File: src/rtl/dff_write_arbiter.sv
// rtl/dff_write_arbiter.sv - round-robin burst arbiter and sequencer for a shared D-register
//
// Ports:
//   clk    rising-edge clock
//   rst    synchronous reset, active-high
//   req    per-requester write request (bit i = requester i)
//   d      flattened write data, requester i at [i*WIDTH +: WIDTH]
//   gnt    registered one-hot grant, zero when idle
//   owner  index of the granted requester, zero when idle
//   busy   any grant active
//   wr     pulse, high the cycle after a write to q
//   q      shared register value
//   qbar   complement of q
module dff_write_arbiter #(
  parameter int NUM_REQ   = 4,
  parameter int WIDTH     = 8,
  parameter int MAX_BURST = 4,
  localparam int OW = (NUM_REQ > 1) ? $clog2(NUM_REQ) : 1,
  localparam int CW = (MAX_BURST > 1) ? $clog2(MAX_BURST) : 1
) (
  input  logic                     clk,
  input  logic                     rst,
  input  logic [NUM_REQ-1:0]       req,
  input  logic [NUM_REQ*WIDTH-1:0] d,
  output logic [NUM_REQ-1:0]       gnt,
  output logic [OW-1:0]            owner,
  output logic                     busy,
  output logic                     wr,
  output logic [WIDTH-1:0]         q,
  output logic [WIDTH-1:0]         qbar
);

  logic [NUM_REQ-1:0] gnt_q, gnt_d;
  logic [OW-1:0]      owner_q, owner_d;
  logic [OW-1:0]      last_owner_q, last_owner_d;
  logic [CW-1:0]      burst_cnt_q, burst_cnt_d;
  logic [WIDTH-1:0]   data_q, data_d;
  logic               wr_q, wr_d;
  logic [OW:0]        pk;

  logic [WIDTH-1:0] d_arr [NUM_REQ];

  for (genvar g = 0; g < NUM_REQ; g++) begin : g_unpack
    assign d_arr[g] = d[g*WIDTH +: WIDTH];
  end

  // Returns {found, index}: first requester at or after start (mod NUM_REQ).
  // Scanning from the far end down lets the lowest offset overwrite the result.
  function automatic logic [OW:0] pick(input logic [NUM_REQ-1:0] r, input int start);
    logic [OW:0]   res;
    logic [OW-1:0] jj;
    int            j;
    res = '0;
    for (int k = NUM_REQ - 1; k >= 0; k--) begin
      j  = (start + k) % NUM_REQ;
      jj = j[OW-1:0];
      if (r[jj]) res = {1'b1, jj};
    end
    return res;
  endfunction

  always_comb begin
    gnt_d        = gnt_q;
    owner_d      = owner_q;
    last_owner_d = last_owner_q;
    burst_cnt_d  = burst_cnt_q;
    data_d       = data_q;
    wr_d         = 1'b0;
    pk           = '0;

    if (gnt_q == '0) begin
      pk = pick(req, int'(last_owner_q) + 1);
      if (pk[OW]) begin
        gnt_d          = '0;
        gnt_d[pk[OW-1:0]] = 1'b1;
        owner_d        = pk[OW-1:0];
        burst_cnt_d    = '0;
      end
    end else begin
      // Hand over when the owner finishes its burst or lets go early.
      // The owner is rescanned last, so it keeps the register only when
      // nobody else is waiting.
      if (req[owner_q] && (burst_cnt_q != CW'(MAX_BURST - 1))) begin
        data_d      = d_arr[owner_q];
        wr_d        = 1'b1;
        burst_cnt_d = burst_cnt_q + 1'b1;
      end else begin
        if (req[owner_q]) begin
          data_d = d_arr[owner_q];
          wr_d   = 1'b1;
        end
        last_owner_d = owner_q;
        burst_cnt_d  = '0;
        pk           = pick(req, int'(owner_q) + 1);
        gnt_d        = '0;
        if (pk[OW]) begin
          gnt_d[pk[OW-1:0]] = 1'b1;
          owner_d           = pk[OW-1:0];
        end else begin
          owner_d = '0;
        end
      end
    end
  end

  always_ff @(posedge clk) begin
    if (rst) begin
      gnt_q        <= '0;
      owner_q      <= '0;
      last_owner_q <= OW'(NUM_REQ - 1);
      burst_cnt_q  <= '0;
      data_q       <= '0;
      wr_q         <= 1'b0;
    end else begin
      gnt_q        <= gnt_d;
      owner_q      <= owner_d;
      last_owner_q <= last_owner_d;
      burst_cnt_q  <= burst_cnt_d;
      data_q       <= data_d;
      wr_q         <= wr_d;
    end
  end

  assign gnt   = gnt_q;
  assign owner = owner_q;
  assign busy  = |gnt_q;
  assign wr    = wr_q;
  assign q     = data_q;
  assign qbar  = ~data_q;

endmodule
File: config.mk
export PLATFORM = sky130hd
export DESIGN_NAME = dff_write_arbiter
export DESIGN_NICKNAME = d
export VERILOG_FILES = /design/src/rtl/dff_write_arbiter.sv
export SDC_FILE = /design/constraint.sdc
export NUM_CORES = 1
export LEC_CHECK = 0
export CAP_MARGIN = 0
export CORE_ASPECT_RATIO = 2
export CORE_UTILIZATION = 42
export CTS_BUF_LIST = sky130_fd_sc_hd__clkbuf_2
export CTS_CLUSTER_SIZE = 10
export DETAILED_ROUTE_END_ITERATION = 10
export DONT_BUFFER_PORTS = 1
export HOLD_SLACK_MARGIN = 0.06
export PLACE_DENSITY = 0.65
export SETUP_SLACK_MARGIN = 0.4
export SLEW_MARGIN = 20
export SYNTH_ARGS = -nofsm -noshare
export SYNTH_HDL_FRONTEND = slang
export SYNTH_SLANG_ARGS = --single-unit
File: constraint.sdc
create_clock -name clk -period 2 [get_ports clk]
set_input_delay 0.1 -clock clk [delete_from_list [all_inputs] [get_ports clk]]
set_output_delay 0.1 -clock clk [all_outputs]
set_load 0.005 [all_outputs]
**Yosys cells after proc, flatten, opt, wreduce, memory -nomap -nowiden**

Index checks and enable logic that the tools add are counted.

- Flip-flop bits (word level): 19
- Bits in latches: 0
- RAM bits: 0
- Bits in read-only memories: 0
- Input port bits: 38
- Output and inout bits: 24
- Word-level logic and storage cells: 97
- Memories kept: 0

- Add/sub/neg operators: 9
- Multiply operators: 0
- Divide/modulo/power cells: 0
- Magnitude comparators: 14
- Eq/ne operators: 3
- Shift operators: 0
- Mux-type cells: 51
- Bitwise operators: 4
- Reduce and logical (&&, ||, !) cells: 10

Operators by type and width:

| cell | count |
|---|---|
| less-than comparator 2 x 3 -> 1 bit (second input constant) | 11 |
| two-way mux 3 bit | 11 |
| two-way mux 8 bit | 4 |
| binary-select mux 1 bit (select 2 bit) | 9 |
| binary-select mux 8 bit (select 2 bit) | 1 |
| two-way mux 4 bit | 4 |
| two-way mux 2 bit | 7 |
| two-way mux 1 bit | 13 |
| adder 2 x 1 -> 2 bit (second input constant) | 5 |
| adder 2 bit (second input constant) | 4 |
| inverter 8 bit | 1 |
| AND reduction 2 bit | 3 |
| demux 1 bit (select 2 bit) | 2 |
| greater-or-equal comparator 2 x 1 -> 1 bit (second input constant) | 2 |
| zero test 4 bit | 1 |
| inequality test 2 bit (second input constant) | 2 |
| OR reduction 4 bit | 1 |
| greater-or-equal comparator 3 bit (second input constant) | 1 |
| logical AND 1 bit | 3 |
| inverter 2 -> 3 bit | 1 |
| inequality test 2 x 1 -> 1 bit (second input constant) | 1 |
| inverter 1 bit | 2 |
| nonzero test 2 bit | 1 |
| OR reduction 2 bit | 1 |

**Logic depth before layout (Yosys ltp)**

- Word-level depth: 17
- Depth in mapped cells: 7
- Depth with buffers taken out: 6

**Worst setup path before layout**

Ideal clock, no wire load.

- Path kind: register to register
- Start point: reg owner_q[0] (netlist: owner[0])
- End point: reg gnt_q[1] (netlist: gnt[1])
- Library setup time: 80 ps
- Arrival: 1592 ps
- Data required time: 1920 ps
- Slack: 328 ps
- Cell stages (with the launch flop): 6
- Buffers on the path: 1
- Clock period less this slack: 1672 ps
- Path through: dfxtp_1 mux4_2 a31oi_4 buf_6 nor2_2 a211oi_2

- Word-level cells in the longest chain between the ends: 17

Ends and longest elaborated chain:

| what | line | source |
|---|---|---|
| from (decl) | 34 | `logic [OW-1:0] owner_q, owner_d;` |
| from (signal assigned) | 116 | `owner_q <= owner_d;` |
| adder 2 x 1 -> 2 bit | 94 | `pk = pick(req, int'(owner_q) + 1);` |
| adder 2 bit | 55 | `j = (start + k) % NUM_REQ;` |
| binary-select mux 1 bit (select 2 bit) | 57 | `if (r[jj]) res = {1'b1, jj};` |
| two-way mux 1 bit (not written as such) | 57 |  |
| two-way mux 3 bit (4 in series) | 57 |  |
| two-way mux 3 bit | 83 | `if (req[owner_q] && (burst_cnt_q != CW'(MAX_BURST - 1))) begin` |
| two-way mux 3 bit | 71 | `if (gnt_q == '0) begin` |
| less-than comparator 2 x 3 -> 1 bit (not written as such) / greater-or-equal comparator 2 x 1 -> 1 bit (equally long branches) | 97 | `gnt_d[pk[OW-1:0]] = 1'b1;` |
| logical AND 1 bit (not written as such) | 97 |  |
| two-way mux 1 bit (not written as such) | 97 |  |
| demux 1 bit (select 2 bit) | 97 |  |
| two-way mux 4 bit | 96 | `if (pk[OW]) begin` |
| two-way mux 4 bit | 83 |  |
| two-way mux 4 bit | 71 |  |
| to (signal assigned) | 115 | `gnt_q <= gnt_d;` |
| to (decl) | 33 | `logic [NUM_REQ-1:0] gnt_q, gnt_d;` |

Parallel ways exist; a longest one is shown, timed or not. The select of a mux whose other input is x is not followed.
A chain may end at the register's enable or synchronous reset.

**Worst setup path after layout**

- Start point: reg owner_q[0] (netlist: owner[0])
- End point: reg gnt_q[3] (netlist: gnt[3])

Same word-level chain as after synthesis.

==> results_dict.tcl <==
set metrics [dict create \
    num_vias 1012 \
    fin_tns_setup_ns 0 \
    grt_pass1_wl_um 4420 \
    fillerInstances 259 \
    root_buffer "clkbuf_2" \
    grtUsageTotal 0.192 \
    post-route-drc-count 0 \
    die_area_mm2 0.00319 \
    rsz0062_at_grt "true" \
    fp.coreArea_mm2 0.00277 \
    hpwl_um 2160 \
    num_rows 27 \
    antenna_cells 0 \
    synth_cell_types 37 \
    cts_sinks 19 \
    ff2ff_path_depth 5 \
    max_slew_margin 0.741 \
    io-pin-count 62 \
    clkSlewWorstSetupHoldPaths_ns 0.19 \
    ir_drop_mv 0.896 \
    drive_above_1_share 0.350 \
    tightest_slew_ns 0.387 \
    cp_max_fo 8 \
    initial_core_util 0.448 \
    setup_viol 0 \
    die_h_um 78.8 \
    postRouteAntennaNets 0 \
    io_buffers 0 \
    fmax_ghz 0.589 \
    status "finished with violations" \
    yosysWarnings 0 \
    worstPathRequired_ns 2.20 \
    syn_inst 125 \
    start_kind "register" \
    hold_path_class "input port to register" \
    cts_tree "built" \
    drtIter0Drc 22 \
    antenna_found_initial 0 \
    dp.cells 154 \
    cellPowerDensity_mw_per_mm2 1850 \
    synth-seq-area-share 0.307 \
    wl_per_cell_um 16.7 \
    clock_skew_ns 0.00627 \
    avgSynthCellArea_um2 9.92 \
    drt-total-wl_um 2780 \
    gp_congestion 0.753 \
    arrival_ns 1.90 \
    hold_viol_final 19 \
    die_w_um 40.4 \
    p_leak_uw 0.000543 \
    synthesis.nets 164 \
    period_needed_ns 1.70 \
    drv_cap 0 \
    synth-seq-cells 19 \
    min_path_cells 1 \
    grt_max_degree 20 \
    fin_hold_ws_ns -0.159 \
    worst_setup_path_end_kind "register" \
    clk_latency_ns 0.29 \
    synthesis.area_mm2 0.00124 \
    vias_per_cell 6.10 \
    grt_pass1_vias 1029 \
    criticalPathCategory "register to register" \
    maxSlewViolCount 0 \
    nets 177 \
    grt_overflow_total 0 \
    finalNonFillerCells 166 \
    htreeDepth 1 \
    cts.path.max_buffers 2 \
    cts-buffers-inserted 3 \
    area_growth_pct 12.7 \
    first_pass_iters 5 \
    violations "hold timing" \
    min_period_over_period 0.849 \
]
worst paths after layout:
kind / end / slack (ns) / start
worst max-delay path: gnt[3]$_SDFFE_PP0P_ / 0.30 / owner[0]$_SDFFE_PP0P_
worst min-delay path: owner[1]$_SDFFE_PP0P_ / -0.16 / rst
worst max register to register: gnt[3]$_SDFFE_PP0P_ / 0.30 / owner[0]$_SDFFE_PP0P_
worst min register to register: burst_cnt_q[1]$_SDFFE_PP0P_ / 0.54 / burst_cnt_q[1]$_SDFFE_PP0P_
repair_timing:
item	CTS	global route
pin swaps	6	4
endpoints found under the setup margin	18	18
endpoints found under the hold margin	19	19
resized for setup	7	5
buffers inserted	8	0
state kept, by name, summed over array words and instances, names as in the netlist:
| signal | cells |
|---|---|
| last_owner_q | 2 |
| gnt | 4 |
| burst_cnt_q | 2 |
| wr | 1 |
| owner | 2 |
| q | 8 |
worst max-delay path, stage by stage, from the launching register on:
cell and delay (ns):
dfxtp_4 0.43, mux4_2 0.57, a31oi_4 0.26, buf_6 0.17, buf_4 0.11, a211oi_2 0.04
layout make-up:
class | count | area [um^2] | area share
Clock buffer | 3 | 15.0 | 0.0107
Tap cell | 29 | 36.3 | 0.0260
Multi-Input combinational cell | 90 | 788 | 0.564
Sequential cell | 19 | 392 | 0.280
Clock inverter | 1 | 5.00 | 0.00358
Timing Repair Buffer | 14 | 124 | 0.0886
Inverter | 10 | 37.5 | 0.0269
Yosys cell counts (all sizes together):
library cell,n,share of area
a21o,2,0.012
and2,1,0.0050
a311oi,3,0.031
a211oi,4,0.040
clkbuf,1,0.0030
nor4,1,0.017
nand3,3,0.012
dfxtp,19,0.31
o21ai,3,0.012
nor2,24,0.087
inv,10,0.030
a22oi,3,0.018
nand2b,7,0.035
o32a,1,0.0081
buf,5,0.026
a311o,1,0.0081
a211o,2,0.014
mux2i,8,0.065
a31oi,1,0.017
nor2b,5,0.025
a21oi,2,0.011
nor3,1,0.0040
nor3b,2,0.012
ha,1,0.010
or4,1,0.0061
mux4,9,0.16
nand2,3,0.0091
and3,1,0.0050
or2,1,0.0050
metrics by stage:
| step | hold WS (ns) | cell area [um^2] | utilization | setup slack, ns | power, uW |
|---|---|---|---|---|---|
| CTS | -0.178 | 1390 | 0.502 | 0.286 | 2590 |
| finish | -0.159 | 1400 | 0.505 | 0.302 | 2590 |
| global route | -0.203 | 1400 | 0.505 | 0.237 | 2820 |
| detailed placement | 0.167 | 1290 | 0.464 | 0.188 | 2160 |
| floorplan | 0.384 | 1240 | - | 0.412 | 1890 |
| global placement | 0.167 | 1290 | 0.464 | 0.249 | 2130 |
metal layers:
metal	wire [um]	part of all wire	GRT usage	vias to the layer above
met5	0	0	0	-
met3	191	0.069	0.0196	4
li1	-	-	-	474
met1	907	0.33	0.201	486
met4	36	0.013	0.0700	0
met2	1640	0.59	0.352	48
layout by cell type (no fill, tap or decap), types with 2 or more instances in the layout:
cell type / netlist / final
a211o_1: 2 / 2
a211oi_2: 4 / 4
a21o_1: 2 / 2
a22oi_1: 3 / 3
a311oi_2: 2 / 2
buf_4: 1 / 9
buf_6: 1 / 5
clkbuf_2: 0 / 3
dfxtp_1: 19 / 14
dfxtp_2: 0 / 3
dfxtp_4: 0 / 2
inv_1: 9 / 9
mux2i_1: 8 / 8
mux4_2: 9 / 9
nand2_1: 3 / 3
nand2b_1: 7 / 7
nand3_1: 3 / 3
nor2_1: 19 / 18
nor2_2: 4 / 5
nor2b_1: 5 / 5
nor3b_1: 2 / 2
o21ai_0: 3 / 3
cell families (layout without fill, tap and decap cells):
| group | count (synthesis) | in the layout | synth area share |
|---|---|---|---|
| flip-flops | 19 | 19 | 0.307 |
| AO/OA/AOI/OAI | 22 | 22 | 0.173 |
| buffers and inverters | 16 | 28 | 0.0595 |
| multiplexers | 17 | 17 | 0.228 |
| adder cells (fa/ha/maj) | 1 | 1 | 0.0101 |
| AND/OR/NAND/NOR | 50 | 50 | 0.223 |
power by group:
| part | leakage (uW) | total (uW) | switching (uW) | internal (uW) |
|---|---|---|---|---|
| Sequential | 0.000159 | 732 | 180 | 551 |
| Clock | 0.0000164 | 162 | 117 | 45.4 |
| Combinational | 0.000368 | 1690 | 802 | 890 |
| Total | 0.000543 | 2590 | 1100 | 1490 |
No activity file was read; power rests on OpenSTA's default activity.
